## src/rtl/rah_pkt_pkg.sv

```systemverilog
`default_nettype none
// ============================================================================
// rah_pkt_pkg : shared header field widths, codes and FSM states for result_packer
// Rev 1.0
// ============================================================================
package rah_pkt_pkg;

    localparam int APP_W  = 2;
    localparam int SIZE_W = 3;
    localparam int BEAT_W = 3;

    localparam logic [BEAT_W-1:0] BEAT_SINGLE = 3'b000;

    localparam logic [APP_W-1:0] APP_INT   = 2'b01;
    localparam logic [APP_W-1:0] APP_FLOAT = 2'b10;

    typedef enum logic [0:0] {
        IDLE = 1'b0,
        SEND = 1'b1
    } state_t;

    // A zero length still carries one beat; anything longer than the result holds is cut off.
    function automatic logic [BEAT_W-1:0] clamp_len(input logic [BEAT_W-1:0] raw, input int max_beats);
        if (raw == '0) return BEAT_W'(1);
        if (int'(raw) > max_beats) return BEAT_W'(max_beats);
        return raw;
    endfunction

endpackage
`default_nettype wire

```

## src/rtl/rr_arbiter.sv

```systemverilog
`default_nettype none
// ============================================================================
// rr_arbiter : combinational round-robin pick, first request at or after ptr
// Rev 1.0
// ============================================================================
module rr_arbiter #(
    parameter int N     = 6,
    parameter int PTR_W = (N > 1) ? $clog2(N) : 1
) (
    input  logic [N-1:0]     req,
    input  logic [PTR_W-1:0] ptr,
    output logic [N-1:0]     grant,
    output logic [PTR_W-1:0] idx
);

    always_comb begin : p_pick
        int  c;
        logic w_found;
        grant   = '0;
        idx     = '0;
        w_found = 1'b0;
        c       = 0;
        for (int k = 0; k < N; k++) begin
            c = int'(ptr) + k;
            if (c >= N) c = c - N;
            if (!w_found && req[c]) begin
                w_found  = 1'b1;
                grant[c] = 1'b1;
                idx      = PTR_W'(c);
            end
        end
    end

endmodule
`default_nettype wire

```

## src/rtl/result_packer.sv

```systemverilog
`default_nettype none
// ============================================================================
// result_packer : round-robin collection of channel results, serialised into
//                 header-tagged words for the downstream output FIFO
// Rev 1.0
// ============================================================================
module result_packer
    import rah_pkt_pkg::*;
#(
    parameter int NUM_CH    = 6,
    parameter int PAYLOAD_W = 40,
    parameter int RES_W     = 80
) (
    input  logic                      clk,
    input  logic                      rst_n,
    input  logic [NUM_CH-1:0]         ch_valid,
    output logic [NUM_CH-1:0]         ch_ready,
    input  logic [NUM_CH*RES_W-1:0]   ch_data,
    input  logic [NUM_CH*APP_W-1:0]   ch_app,
    input  logic [NUM_CH*SIZE_W-1:0]  ch_size,
    input  logic [NUM_CH*BEAT_W-1:0]  ch_len,
    input  logic                      out_full,
    output logic [PAYLOAD_W+7:0]      dout,
    output logic                      dout_wren,
    output logic                      busy,
    output logic [15:0]               pkt_count
);

    localparam int MAX_BEATS = RES_W / PAYLOAD_W;
    localparam int PTR_W     = (NUM_CH > 1) ? $clog2(NUM_CH) : 1;

    state_t                r_state, w_state_next;
    logic [RES_W-1:0]      r_sr;
    logic [APP_W-1:0]      r_app;
    logic [SIZE_W-1:0]     r_size;
    logic [BEAT_W-1:0]     r_len;
    logic [BEAT_W-1:0]     r_beat;
    logic [PTR_W-1:0]      r_idx;
    logic [PTR_W-1:0]      r_ptr;
    logic [PAYLOAD_W+7:0]  r_dout;
    logic                  r_wren;
    logic [15:0]           r_pkt_count;

    logic [NUM_CH-1:0]     w_req, w_grant;
    logic [PTR_W-1:0]      w_idx;
    logic                  w_hs, w_emit, w_last;
    logic [BEAT_W-1:0]     w_beat_code;

    // Requests are only offered to the arbiter while idle, so ready is naturally 0 in SEND.
    assign w_req    = (r_state == IDLE) ? ch_valid : '0;
    assign ch_ready = rst_n ? w_grant : '0;

    rr_arbiter #(
        .N     (NUM_CH),
        .PTR_W (PTR_W)
    ) u_arb (
        .req   (w_req),
        .ptr   (r_ptr),
        .grant (w_grant),
        .idx   (w_idx)
    );

    assign w_last      = (r_beat == r_len - BEAT_W'(1));
    assign w_beat_code = (r_len == BEAT_W'(1)) ? BEAT_SINGLE : r_beat + BEAT_W'(1);

    always_ff @(posedge clk or negedge rst_n) begin
        if (!rst_n) r_state <= IDLE;
        else        r_state <= w_state_next;
    end

    always_comb begin
        w_state_next = r_state;
        w_hs         = 1'b0;
        w_emit       = 1'b0;
        case (r_state)
            IDLE: begin
                if (|w_grant) begin
                    w_hs         = 1'b1;
                    w_state_next = SEND;
                end
            end
            SEND: begin
                if (!out_full) begin
                    w_emit = 1'b1;
                    if (w_last) w_state_next = IDLE;
                end
            end
            default: w_state_next = IDLE;
        endcase
    end

    always_ff @(posedge clk or negedge rst_n) begin
        if (!rst_n) begin
            r_sr        <= '0;
            r_app       <= '0;
            r_size      <= '0;
            r_len       <= '0;
            r_beat      <= '0;
            r_idx       <= '0;
            r_ptr       <= '0;
            r_dout      <= '0;
            r_wren      <= 1'b0;
            r_pkt_count <= '0;
        end else begin
            r_dout <= '0;
            r_wren <= 1'b0;
            if (w_hs) begin
                r_sr   <= ch_data[w_idx*RES_W +: RES_W];
                r_app  <= ch_app[w_idx*APP_W +: APP_W];
                r_size <= ch_size[w_idx*SIZE_W +: SIZE_W];
                r_len  <= clamp_len(ch_len[w_idx*BEAT_W +: BEAT_W], MAX_BEATS);
                r_beat <= '0;
                r_idx  <= w_idx;
            end
            if (w_emit) begin
                r_dout <= {r_app, r_size, w_beat_code, r_sr[RES_W-1 -: PAYLOAD_W]};
                r_wren <= 1'b1;
                r_sr   <= r_sr << PAYLOAD_W;
                r_beat <= r_beat + BEAT_W'(1);
                if (w_last) begin
                    r_pkt_count <= r_pkt_count + 16'd1;
                    r_ptr       <= (r_idx == PTR_W'(NUM_CH-1)) ? '0 : r_idx + 1'b1;
                end
            end
        end
    end

    assign dout      = r_dout;
    assign dout_wren = r_wren;
    assign busy      = (r_state == SEND);
    assign pkt_count = r_pkt_count;

endmodule
`default_nettype wire

```

## config.mk

```make
export PLATFORM = sky130hd
export DESIGN_NAME = result_packer
export DESIGN_NICKNAME = d
export VERILOG_FILES = /design/src/rtl/rah_pkt_pkg.sv /design/src/rtl/rr_arbiter.sv /design/src/rtl/result_packer.sv
export SDC_FILE = /design/constraint.sdc
export NUM_CORES = 1
export LEC_CHECK = 0
export BUFFER_PORTS_ARGS = -buffer_cell sky130_fd_sc_hd__buf_2
export CAP_MARGIN = 30
export CORE_AREA = 2 2 234 236
export DETAILED_ROUTE_END_ITERATION = 10
export DIE_AREA = 0 0 236 238
export GPL_TIMING_DRIVEN = 1
export SETUP_SLACK_MARGIN = 0.05
export SLEW_MARGIN = 0
export SYNTH_ARGS = -nofsm -noshare
export SYNTH_HDL_FRONTEND = slang
export SYNTH_SLANG_ARGS = --single-unit
export TNS_END_PERCENT = 10
```

## constraint.sdc

```tcl
create_clock -name clk -period 8.4 [get_ports clk]
set_clock_uncertainty 0.1 [all_clocks]
set_input_delay 1.68 -clock clk [delete_from_list [all_inputs] [get_ports clk]]
set_output_delay 1.68 -clock clk [all_outputs]
set_load 0.01 [all_outputs]
```

# --- Word-level counts from Yosys, hierarchy flattened ---
# Index checks and enable logic that the tools add are counted.
totals:
  reg_bits: 163
  output_inout_bits: 72
classes:
  n_addsub: 15
  mul: 2
  magnitude_cmp: 19
  eq_ne: 3
  shift: 4
  n_mux: 79
  bitwise_logic: 6
  n_reduce_logical: 20
ops:
  columns: ["cell", "n"]
  rows:
  - ["$shiftx 480x11->80", 1]
  - ["$ge 32x1->1 const B", 6]
  - ["$lt 32x5->1 const B", 6]
  - ["$mux 32", 6]
  - ["$ge 32x4->1 const B", 5]
  - ["$mux 80", 2]
  - ["$sub 32x4->32 const B", 5]
  - ["$mux 48", 1]
  - ["$mux 6", 8]
  - ["$mux 3", 14]
  - ["$shiftx 18x6->3", 2]
  - ["$mux 1", 35]
  - ["$or 6x6->6", 5]
  - ["$bmux 1 s3", 6]
  - ["$demux 1 s3", 6]
  - ["$add 16x1->16 const B", 1]
  - ["$shiftx 12x5->2", 1]
  - ["$logic_and 1x1->1", 11]
  - ["$add 3x2->4 const B", 2]
  - ["$add 3x3->4 const B", 2]
  - ["$add 3x1->3 const B", 2]
  - ["$mul 3x3->6 const B", 1]
  - ["$reduce_or 6->1", 1]
  - ["$logic_not 1->1", 5]
  - ["other kinds (14)", 14]

# --- Depth between registers and ports, before layout ---
logic_depth:
  depth_word: 30
  mapped_depth: 23
  depth_no_buf: 17

# --- By module ---
# A second synthesis with hierarchy kept.
hier_totals:
  hier_cells: 1309
  hier_area_um2: 12692.2
by_module_without_submodules:
  columns: ["mod", "instances", "cells_each", "area_per_inst_um2"]
  rows:
  - ["result_packer", 1, 1111, 11298.3]
  - ["rr_arbiter", 1, 198, 1393.8]

# --- Least setup slack after synthesis ---
# OpenSTA, ideal clock, no wires.
synth_path:
  path_type: "register -> output"
  from: "reg r_ptr[0]"
  to: "out ch_ready[1]"
  t_arrival_ns: 4.531
  required_time_ns: 6.620
  slack_ns: 2.089
  path_stages_with_launch: 18
  path_buffers: 5
  path_cell_list: "dfrtp_1 > buf_2 > buf_4 > clkbuf_1 > inv_1 > clkbuf_1 > ha_1 > clkbuf_1 > clkinv_1 > ha_1 > nand2b_1 > o22ai_1 > a221oi_1 > o21a_1 > or4b_2 > o221ai_1 > nor2_1 > a311oi_1"
synth_between:
  elab_chain_len: 22
  word_cells_on_any_way: 98
synth_lines:
  columns: ["item", "line_no", "source"]
  rows:
  - ["from (decl)", "result_packer.sv:39", "logic [PTR_W-1:0] r_ptr;"]
  - ["from (signal assigned)", "result_packer.sv:122", "r_ptr <= (r_idx == PTR_W'(NUM_CH-1)) ? '0 : r_idx + 1'b1;"]
  - ["branches (longest 20 deep; another with $sub 32x4->32)", null, null]
  - ["$mux 6 *", "rr_arbiter.sv:26", "if (!w_found && req[c]) begin"]
  - ["$mux 6 *", "result_packer.sv:51", "assign ch_ready = rst_n ? w_grant : '0;"]
  - ["to (decl)", "result_packer.sv:17", "output logic [NUM_CH-1:0] ch_ready,"]
# Mark *: on every way between the ends. The select of a mux whose other input is x is not followed.

# --- Worst setup path in the final report ---
layout_path:
  from: "reg r_ptr[1]"
  to: "out ch_ready[1]"
# The elaborated chain is that of the path after synthesis.

==> impl_summary.log <==
INFO  metric post_synth_fa_ha_maj_area_fraction = 2.346%
INFO  metric syn-mean-instance-area = 7.861 µm²
INFO  metric port_buffers = 602
INFO  metric grt_antenna_before_repair = 17
INFO  metric cts_buffers = 17
INFO  metric core-area = 53500 µm²
INFO  metric drv.max_cap_violation_count = 0
INFO  metric post_cts_hold_buffer_count = 0
INFO  metric combinational_family_with_the_most_area_after_synthesis = compound AO/OA/AOI/OAI gates
INFO  metric fmax = 0.1410 GHz
INFO  metric grt.overflow.total = 0
INFO  metric worst_setup_path_end_kind = primary output
INFO  metric cts-root-to-sink-buffers = 2
INFO  metric setup_ws = 1.309 ns
INFO  metric pin_count_of_the_biggest_net_entering_global_routing = 171
INFO  metric r2r.worst_path.cells = 16
INFO  metric critical_path_class = flip-flop to primary output
INFO  metric pre_cts_ws = 1.683 ns
INFO  metric post-route-period-util = 84.42%
INFO  metric grt_pass1_vias = 14980
INFO  metric grt_first_pass_wirelength = 94.41 mm
INFO  metric synthesis.instances = 1628
INFO  metric number_of_optimization_iterations_in_the_first_detailed_route_pass = 5
INFO  metric drt-initial-drc-count = 1054
INFO  metric worst_skew_pair.late_latency = 0.50 ns
INFO  metric hold_path_depth = 1
INFO  metric via_count = 15280
INFO  metric cp_required = 6.62 ns
INFO  metric synth-edff-count = 0
INFO  metric r2r_setup_slack = 2.37 ns
INFO  metric synth-seq-area-share = 31.87%
INFO  metric synth.most_common_cell = sky130_fd_sc_hd__nand3_1
INFO  metric num_io_pins = 609
INFO  metric floorplan.die.width = 236 µm
INFO  metric synth.ff_latch_count = 163
INFO  metric detail-route-antenna-nets = 0
INFO  metric post-synth-top-area-cell = sky130_fd_sc_hd__dfrtp_1
INFO  metric critical_path_peak_fanout = 9
INFO  metric final_core_utilization = 31.94%
INFO  metric setup_total_negative_slack = 0 ns
INFO  metric routed_wire_length_per_instance = 23.00 µm
INFO  metric cts_post_setup_buffers_inserted = 0
INFO  metric worstHoldPathType = flip-flop to flip-flop
INFO  metric status = finished, final reports clean
INFO  metric synth_area_leaders = sky130_fd_sc_hd__dfrtp_1 (32%), sky130_fd_sc_hd__nand3_1 (7.0%), sky130_fd_sc_hd__a211oi_1 (5.7%)
INFO  metric rows = 85
INFO  metric syn_nets = 2189
INFO  metric synth.cell_area = 12800 µm²
INFO  metric post_cts_resized = 0
INFO  metric post_route_cells_drive_above_1_share = 33.74%
INFO  metric yosys.area_share.xor_xnor = 1.770%
INFO  metric yosysTopAreaCellShare = 31.87%
INFO  metric synth_top_cells_by_count = sky130_fd_sc_hd__nand3_1 (179), sky130_fd_sc_hd__dfrtp_1 (163), sky130_fd_sc_hd__o21ai_0 (136), sky130_fd_sc_hd__nand2_1 (127), sky130_fd_sc_hd__clkbuf_1 (119)
INFO  metric starting_density_of_the_core = 23.92%
INFO  metric r2r-end = r_sr[0]
INFO  metric final-hold-violation-count = 0
INFO  metric die_area = 56170 µm²
INFO  metric finalMaxSlewViolations = 0
INFO  metric post_synth_num_cell_types = 74
INFO  metric worst_r2r_start = r_ptr[1]
INFO  metric tightestPinTransition = 1.012 ns
INFO  metric min_clock_period_post_route = 7.091 ns
INFO  metric rsz_0062_raised_after_global_routing = no
INFO  metric cts_sinks = 163
INFO  metric vias_per_cell = 5.376
INFO  metric drcViolationCount = 0
INFO  metric cts.root.buffer_cell = sky130_fd_sc_hd__clkbuf_16
INFO  metric asyncSetResetFlopFracSynth = 100.0%
INFO  metric synth_area_in_compound_gates = 29.07%
INFO  metric die_height = 238 µm
INFO  metric crit_path_start_kind = flip-flop
INFO  metric yosysWarningCount = 0
INFO  metric max_slew_margin = 32.55%
INFO  metric grt_use_total = 22.63%
INFO  metric whs = 0.3757 ns
INFO  metric cp.arrival = 5.31 ns
INFO  metric synth_ff_type = sky130_fd_sc_hd__dfrtp_1
INFO  metric crit_start = r_ptr[1]
INFO  metric finish_stage_setup_viols = 0
INFO  metric area_overhead_of_the_layout_relative_to_synthesis = 33.52%
INFO  metric place.gp.congestion = 0.9791
INFO  metric clk_pin_slew = 0.07 ns
INFO  metric cts_tree = built
INFO  metric drt-total-wl = 65.37 mm
INFO  metric endpoint = ch_ready[1]
INFO  metric dp.final_hpwl = 49.42 mm
INFO  metric post_synth_mux_area_share = 1.232%
INFO  metric synthSimpleGateAreaFrac = 26.97%
INFO  metric num-nets-final = 2685
INFO  metric cts-htree-levels = 4
==> registers in the layout (all words and copies together), names as in the netlist, 2 cells and up <==
name and count:
r_len 3, r_sr 80, r_ptr 3, dout 48, r_beat 3, r_size 3, r_app 2, r_idx 3
pkt_count 16
==> routing by layer <==
metal,up-vias,global-route usage [%],wire length [µm]
met1,7393,28.22,27500
met2,672,37.74,31050
met3,91,5.056,4575
met4,8,9.342,2196
met5,-,0,49
li1,7116,-,-
==> logic make-up after synthesis <==
family          Yosys count
buf+inv                 206
mux                      15
simple gates            660
xor+xnor                 25
compound gates          535
flops                   163
fa+ha+maj                24
==> layout make-up <==
cell class	instances	area, µm²
inverter	32	121.4
antenna	9	22.52
timing repair buffer	651	3490
fill	5819	36410
sequential	163	4079
multi-input combinational	1259	7929
clock buffer	19	452.9
clock inverter	13	121.4
tap	696	870.8
==> worst min-delay path by stage <==
stage,start,end,slack (ns)
finish,r_sr[60],dout[20],0.38
global route,r_sr[46],dout[6],0.40
CTS,r_sr[46],dout[6],0.38
detailed placement,r_sr[64],dout[24],0.36
global placement,pkt_count[15],pkt_count[15],0.36
floorplan,r_sr[58],dout[18],0.35
==> worst max-delay path, stage by stage (launching register included) <==
cell and delay, ns:
sky130_fd_sc_hd__dfrtp_1 0.63, sky130_fd_sc_hd__inv_1 0.27, sky130_fd_sc_hd__ha_1 0.37, sky130_fd_sc_hd__xor2_1 0.49, sky130_fd_sc_hd__inv_2 0.12, sky130_fd_sc_hd__ha_1 0.36
sky130_fd_sc_hd__nand2b_1 0.12, sky130_fd_sc_hd__o22ai_1 0.10, sky130_fd_sc_hd__a221oi_1 0.45, sky130_fd_sc_hd__o21ai_1 0.24, sky130_fd_sc_hd__nor3_2 0.38, sky130_fd_sc_hd__nand3_1 0.23
sky130_fd_sc_hd__o221ai_1 0.43, sky130_fd_sc_hd__nor2_1 0.08, sky130_fd_sc_hd__a311oi_1 0.34, sky130_fd_sc_hd__buf_2 0.21
==> through the flow <==
step / cell area [µm²] / std cells
2_1_floorplan: 12800 / 1628
3_3_place_gp: 16490 / 2801
3_5_place_dp: 16490 / 2801
4_1_cts: 17060 / 2833
5_1_grt: 17080 / 2838
6_report: 17090 / 2842
==> layout by cell type (no fill, tap or decap), drive strengths merged, types with 3 or more instances in the layout <==
cell type	count
nand4b	8
ha	24
a21oi	62
nor2b	5
nor4	5
a22o	7
mux2i	9
a2bb2oi	3
nor2	78
dfrtp	163
a41oi	8
o2111ai	9
a211oi	99
nand2	127
a221oi	5
buf	650
mux2	6
a31oi	48
nand4	7
nor3	42
nand2b	8
o211a	3
and3	97
o2bb2ai	35
and4b	8
a21boi	4
diode	9
inv	36
clkbuf	20
xnor2	16
a211o	4
clkinv	6
o21ai	151
o21a	4
a311oi	3
xor2	9
and2	86
nand3	179
a2111oi	35
a32o	41
Power is not shown: default switching activity piles up to over one toggle a cycle in this logic, so the estimate is an artifact.
